**config.mk**
```make
export PLATFORM = sky130hd
export DESIGN_NAME = operand_deserializer
export DESIGN_NICKNAME = d
export VERILOG_FILES = /design/src/rtl/cmp_pkg.sv /design/src/rtl/operand_deserializer.sv
export SDC_FILE = /design/constraint.sdc
export NUM_CORES = 1
export LEC_CHECK = 0
export CORE_ASPECT_RATIO = 0.9
export CORE_MARGIN = 5
export CORE_UTILIZATION = 49
export CTS_BUF_LIST = sky130_fd_sc_hd__clkbuf_8
export DETAILED_ROUTE_END_ITERATION = 6
export MAX_ROUTING_LAYER = met4
export PLACE_DENSITY = 0.75
export SLEW_MARGIN = 20
export SYNTH_ARGS = -nofsm -noshare
export SYNTH_HDL_FRONTEND = slang
export SYNTH_SLANG_ARGS = --single-unit
```
**constraint.sdc**
```tcl
create_clock -name clk -period 2 [get_ports clk]
set_clock_uncertainty 0.15 [all_clocks]
set_input_delay 0.4 -clock clk [delete_from_list [all_inputs] [get_ports clk]]
set_output_delay 0.4 -clock clk [all_outputs]
set_load 0.05 [all_outputs]
```
**src/rtl/cmp_pkg.sv**
```systemverilog
`default_nettype none
// ============================================================================
// Module   : cmp_pkg
// Purpose  : Shared constants and types for the comparator datapath.
// Revision : 1.0 - initial release
// ============================================================================
package cmp_pkg;

  localparam int CMP_WIDTH = 3;

  typedef enum logic {
    IDLE  = 1'b0,
    SHIFT = 1'b1
  } cmp_state_t;

endpackage
`default_nettype wire

```
**src/rtl/operand_deserializer.sv**
```systemverilog
`default_nettype none
// ============================================================================
// Module   : operand_deserializer
// Purpose  : Assembles LSB-first serial operand pairs into a registered a/b slot
//            with valid/ready handshake and sticky overrun detection.
// Revision : 1.0 - initial release
// ============================================================================
module operand_deserializer
  import cmp_pkg::*;
#(
  parameter int WIDTH = CMP_WIDTH
) (
  input  logic             clk,
  input  logic             rst,
  input  logic             bit_valid,
  input  logic             bit_start,
  input  logic             bit_a,
  input  logic             bit_b,
  input  logic             pair_ready,
  input  logic             overrun_clr,
  output logic [WIDTH-1:0] a,
  output logic [WIDTH-1:0] b,
  output logic             pair_valid,
  output logic             overrun,
  output logic             busy
);

  localparam int CNT_W = $clog2(WIDTH);

  cmp_state_t       r_state;
  cmp_state_t       w_state_next;
  logic [CNT_W-1:0] r_count;
  logic [CNT_W-1:0] w_count_next;
  logic [WIDTH-1:0] r_sh_a;
  logic [WIDTH-1:0] r_sh_b;
  logic [WIDTH-1:0] w_sh_a_next;
  logic [WIDTH-1:0] w_sh_b_next;
  logic             r_done;
  logic             w_done_next;

  logic [WIDTH-1:0] r_a;
  logic [WIDTH-1:0] r_b;
  logic             r_pair_valid;
  logic             r_overrun;
  logic             w_xfer;
  logic             w_slot_free;

  always_ff @(posedge clk or posedge rst) begin
    if (rst) begin
      r_state <= IDLE;
      r_count <= '0;
      r_sh_a  <= '0;
      r_sh_b  <= '0;
      r_done  <= 1'b0;
    end else begin
      r_state <= w_state_next;
      r_count <= w_count_next;
      r_sh_a  <= w_sh_a_next;
      r_sh_b  <= w_sh_b_next;
      r_done  <= w_done_next;
    end
  end

  always_comb begin
    w_state_next = r_state;
    w_count_next = r_count;
    w_sh_a_next  = r_sh_a;
    w_sh_b_next  = r_sh_b;
    w_done_next  = 1'b0;
    case (r_state)
      IDLE: begin
        if (bit_valid && bit_start) begin
          w_sh_a_next[0] = bit_a;
          w_sh_b_next[0] = bit_b;
          w_count_next   = CNT_W'(1);
          w_state_next   = SHIFT;
        end
      end
      SHIFT: begin
        if (bit_valid) begin
          if (bit_start) begin
            // A fresh start mid-frame silently abandons the partial frame
            w_sh_a_next[0] = bit_a;
            w_sh_b_next[0] = bit_b;
            w_count_next   = CNT_W'(1);
          end else begin
            for (int i = 0; i < WIDTH; i++) begin
              if (r_count == CNT_W'(i)) begin
                w_sh_a_next[i] = bit_a;
                w_sh_b_next[i] = bit_b;
              end
            end
            if (r_count == CNT_W'(WIDTH - 1)) begin
              w_done_next  = 1'b1;
              w_count_next = '0;
              w_state_next = IDLE;
            end else begin
              w_count_next = r_count + CNT_W'(1);
            end
          end
        end
      end
      default: begin
        w_state_next = IDLE;
        w_count_next = '0;
      end
    endcase
  end

  assign w_xfer      = r_pair_valid & pair_ready;
  assign w_slot_free = ~r_pair_valid | pair_ready;

  // Output slot: r_done lags the last beat by one edge, giving the 1-cycle latency
  always_ff @(posedge clk or posedge rst) begin
    if (rst) begin
      r_a          <= '0;
      r_b          <= '0;
      r_pair_valid <= 1'b0;
      r_overrun    <= 1'b0;
    end else begin
      if (r_done && w_slot_free) begin
        r_a          <= r_sh_a;
        r_b          <= r_sh_b;
        r_pair_valid <= 1'b1;
      end else if (w_xfer) begin
        r_pair_valid <= 1'b0;
      end

      if (r_done && !w_slot_free) begin
        r_overrun <= 1'b1;
      end else if (overrun_clr) begin
        r_overrun <= 1'b0;
      end
    end
  end

  assign a          = r_a;
  assign b          = r_b;
  assign pair_valid = r_pair_valid;
  assign overrun    = r_overrun;
  assign busy       = (r_state == SHIFT);

endmodule
`default_nettype wire

```
# [Yosys cells after proc, flatten, opt, wreduce, memory -nomap -nowiden]
# Index checks and enable logic that the tools add are counted.
[word_totals] ff_bits=18 in_bits=8 out_inout_bits=9 elab_cells=63
[op_classes] n_addsub=1 eq_ne=5 n_mux=28 bitwise=5 reduce_logical=11
[op_table] op="$mux W1" count=20
[op_table] op="$mux W2" count=4
[op_table] op="$reduce_and A4 Y1" count=2
[op_table] op="$pmux W1 S2" count=3
[op_table] op="$ne A2 B2 Y1 const B" count=2
[op_table] op="$pmux W2 S2" count=1
[op_table] op="$reduce_bool A2 Y1" count=2
[op_table] op="$logic_and A1 B1 Y1" count=3
[op_table] op="$ne A3 B2 Y1 const B" count=1
[op_table] op="$not A1 Y1" count=3
[op_table] op="$reduce_and A3 Y1" count=1
[op_table] op="$add A2 B1 Y2 const B" count=1
[op_table] op="$eq A2 B1 Y1 const B" count=1
[op_table] op="$eq A2 B2 Y1 const B" count=1
[op_table] op="$logic_not A2 Y1" count=1
[op_table] op="$reduce_and A2 Y1" count=1
[op_table] op="$and A1 B1 Y1" count=1
[op_table] op="$logic_not A1 Y1" count=1
[op_table] op="$or A1 B1 Y1" count=1

# [Longest topological paths before layout]
[logic_depth] depth_word=5 ltp_mapped=3 depth_no_buf=3

# [Least setup slack after synthesis]
# OpenSTA, ideal clock, no wires.
[synth_timing] path_type="register to register" from="register r_state, in the netlist busy" to="register r_sh_a[1]" setup_ps=125 t_arrival_ps=1503 slack_ps=222 stages_incl_launch_ff=4 path_buffers=0 synth_period_minus_slack_ps=1778 cell_sequence="dfrtp_1 > nand2_2 > nor4b_4 > mux2_2"
[synth_between] elab_chain_cells=1
[synth_lines] item="from (decl)" line="operand_deserializer.sv:30" rtl="cmp_state_t r_state;"
[synth_lines] item="from (signal assigned)" line="operand_deserializer.sv:56" rtl="r_state <= w_state_next;"
[synth_lines] item="$reduce_and A4 Y1 (no source line)"
[synth_lines] item="to (signal assigned)" line="operand_deserializer.sv:58" rtl="r_sh_a <= w_sh_a_next;"
[synth_lines] item="to (decl)" line="operand_deserializer.sv:34" rtl="logic [WIDTH-1:0] r_sh_a;"
# No other way between the ends.
# A chain may end at the register's enable or synchronous reset.

# [Worst setup path in the final report]
[layout_timing] from="input bit_start" to="register r_sh_b[2]"
[layout_between] elab_chain_cells=2
[layout_lines] item="from (decl)" line="operand_deserializer.sv:16" rtl="input logic bit_start,"
[layout_lines] item="$not A1 Y1 (no source line)"
[layout_lines] item="$reduce_and A4 Y1 (no source line)"
[layout_lines] item="to (signal assigned)" line="operand_deserializer.sv:59" rtl="r_sh_b <= w_sh_b_next;"
[layout_lines] item="to (decl)" line="operand_deserializer.sv:35" rtl="logic [WIDTH-1:0] r_sh_b;"
# No other way between the ends.

==> summary.md <==
| Metric | Value |
|---|---|
| Core footprint | `1420 µm²` |
| Clk buf depth | `2` |
| Clk_lat worst skew | `0.25 ns` |
| Slew HR | `78.6%` |
| Routed WL | `1160 µm` |
| Maximum vdd drop | `0.997 mV` |
| Port-buffer cells | `16` |
| Drt wl/cell | `around 14 µm` |
| GP Congestion | `approximately 0.65` |
| Critical Path Max Stage Delay | `about 0.55 ns` |
| Die area | `2330 µm²` |
| Worst-margin pin slew | `about 0.32 ns` |
| N_diodes | `0` |
| WP buf/inv | `1` |
| Sink Count | `18` |
| Total track usage | `around an eighth` |
| Total CTS buffers | `3` |
| Initial Utilization | `just over 50%` |
| RSZ-0062 raised after global routing | `false` |
| Layout area overhead | `31.6%` |
| Post-DP HPWL | `around 870 µm` |
| Max Clock Freq | `562 MHz` |
| Fin Setup TNS | `0 ns` |
| Post-DRT Antenna Nets | `0` |
| Via/cell ratio | `between 5 and 6` |
| Final setup fails | `0` |
| CTS root buf | `clkbuf_8` |
| DRC viols | `0` |
| Setup bufs post-CTS | `0` |
| Largest net degree at the start of global routing | `19` |
| Post-cts sizing count | `0` |
| Grt ovf | `0` |
| Final min period | `between 1.5 and 2 ns` |
| YS warnings | `0` |
| Sequence of cells on the critical path | `clkdlybuf4s50_1 -> nor4b_4 -> mux2_2` |
| Antenna violations before repair | `0` |
| Crit start category | `input port` |
| Max Cap Viol | `0` |
| Synth Register Bits | `18` |
| Clk pin slew, worst setup/hold paths | `around 0.07 ns` |
| Tcrit/Tclk final | `roughly nine tenths` |
| Die width | `around 50 µm` |
| Die Y | `46.3 µm` |
| Routed vias | `around 430` |
| Final layout net count | `just under 80` |
| Crit path required time | `1.98 ns` |
| Rows | `13` |
| Max Fanout on Critical Path | `5` |
| First-pass GRT wire length | `between 2000 and 2500 µm` |
| Status | `complete, no violations` |
| Worst Path Arrival | `roughly 1.8 ns` |
| Share of the core filled with cells | `66.6%` |
| Final Slew Violations | `0` |
| Vias in the first global route | `437` |
| CP top delay family | `buffers and inverters` |
| Critical path endpoint category | `flip-flop` |
| HP Class | `in2async` |
| H-tree Lvls | `1` |
| Syn Inst Count | `between 40 and 50` |
| PwrDens | `~1400 nW/µm²` |
| Seq/Total Area, Yosys | `between 60% and 70%` |
| Leakage | `approximately 0.45 nW` |
| Syn_area_per_cell | `about 15 µm²` |
| Pre-antenna DRT Iters | `4` |
| Post-synth cell types | `15` |
| # IOs | `17` |
| Synthesized area | `around 720 µm²` |
| Highest-delay cell along the critical path | `clkdlybuf4s50_1` |
| Syn_nets | `55` |
| Share of cells above drive strength 1 | `44.9%` |
| Cts hold-fix bufs | `0` |
| Hold Vio Cnt, Final | `0` |
| CTS tree | `built` |
| Initial DRC Count | `6` |
| Crit path kind | `in2reg` |
## Yosys cell counts
master	count	area [µm²]
a21oi_1	1	5.00
nand2_2	1	6.26
o22ai_1	1	6.26
nor4b_4	2	47.6
a21o_1	1	7.51
mux2_2	12	135
nand2_1	2	7.51
o21ai_0	1	5.00
a21o_2	1	8.76
nor2_1	1	3.75
o21a_1	1	7.51
inv_1	3	11.3
dfrtp_1	18	450
nand2b_1	1	6.26
nor3b_1	1	7.51
## metrics by stage
| step | setup WS (ns) | std cells | hold WS [ns] | power, mW | instance area, µm² |
|---|---|---|---|---|---|
| after floorplan | 0.222 | 47 | 0.189 | 0.889 | 716 |
| after global placement | 0.0176 | 80 | 0.309 | 1.03 | 887 |
| after detailed placement | -0.0399 | 80 | 0.305 | 1.05 | 887 |
| after CTS | 0.225 | 84 | 0.320 | 1.34 | 942 |
| after global routing | 0.192 | 84 | 0.339 | 1.40 | 942 |
| final | 0.219 | 84 | 0.318 | 1.32 | 942 |
## worst paths after layout
check                                from          to  slack, ns  cells after the start
worst max-delay path            bit_start   r_sh_b[2]       0.22                      3
worst min-delay path                  rst   r_sh_b[2]       0.32                      3
worst max register to register       busy   r_sh_b[2]       0.50                      3
worst min register to register     r_done  pair_valid       0.32                      2
max in group asynchronous             rst        busy       1.19                      3
min in group clk                   r_done  pair_valid       0.32                      2
## state kept, by name, indices dropped and copies added (netlist names)
signal,count
a,3
b,3
busy,1
overrun,1
pair_valid,1
r_count,2
r_done,1
r_sh_a,3
r_sh_b,3
## layout by cell type, fill, tap and decap left out, drive strengths merged
cell / count
dfrtp: 18
inv: 3
nor3b: 1
a21oi: 1
clkdlybuf4s50: 7
nand2: 3
o21a: 1
mux2: 12
nor4b: 2
nor2: 1
clkbuf: 4
nand2b: 1
o22ai: 1
buf: 11
o21ai: 1
a21o: 2
## logic make-up (layout without fill, tap and decap cells)
kind of cell,after synthesis,count (layout),share of synthesized area (%)
buf+inv,3,25,1.57
compound gates,6,6,5.59
flops,18,18,62.9
mux,12,12,18.9
simple gates,8,8,11.0
## worst min-delay path: stages
cell,delay (ns)
clkdlybuf4s50_1,0.39
inv_1,0.06
buf_4,0.24
## layout make-up
cell class / instances / area, µm²
multi-input cells: 26 / 254
repair buffers: 18 / 153
flip-flops and latches: 18 / 450
inverters: 3 / 11.3
fillers: 114 / 473
well taps: 15 / 18.8
clock buffers: 4 / 55.1
## layer usage
metal	GRT usage, %	wire length, µm
met5	-	0
met3	3.56	85
met1	17.5	547
met4	4.71	8
met2	17.3	523
## power by group
part / internal, mW / switching (mW)
Clock: 0.174 / 0.113
Sequential: 0.478 / 0.0656
Combinational: 0.191 / 0.298
Total: 0.844 / 0.477
Note: power is estimated with default switching activity, not from simulation.
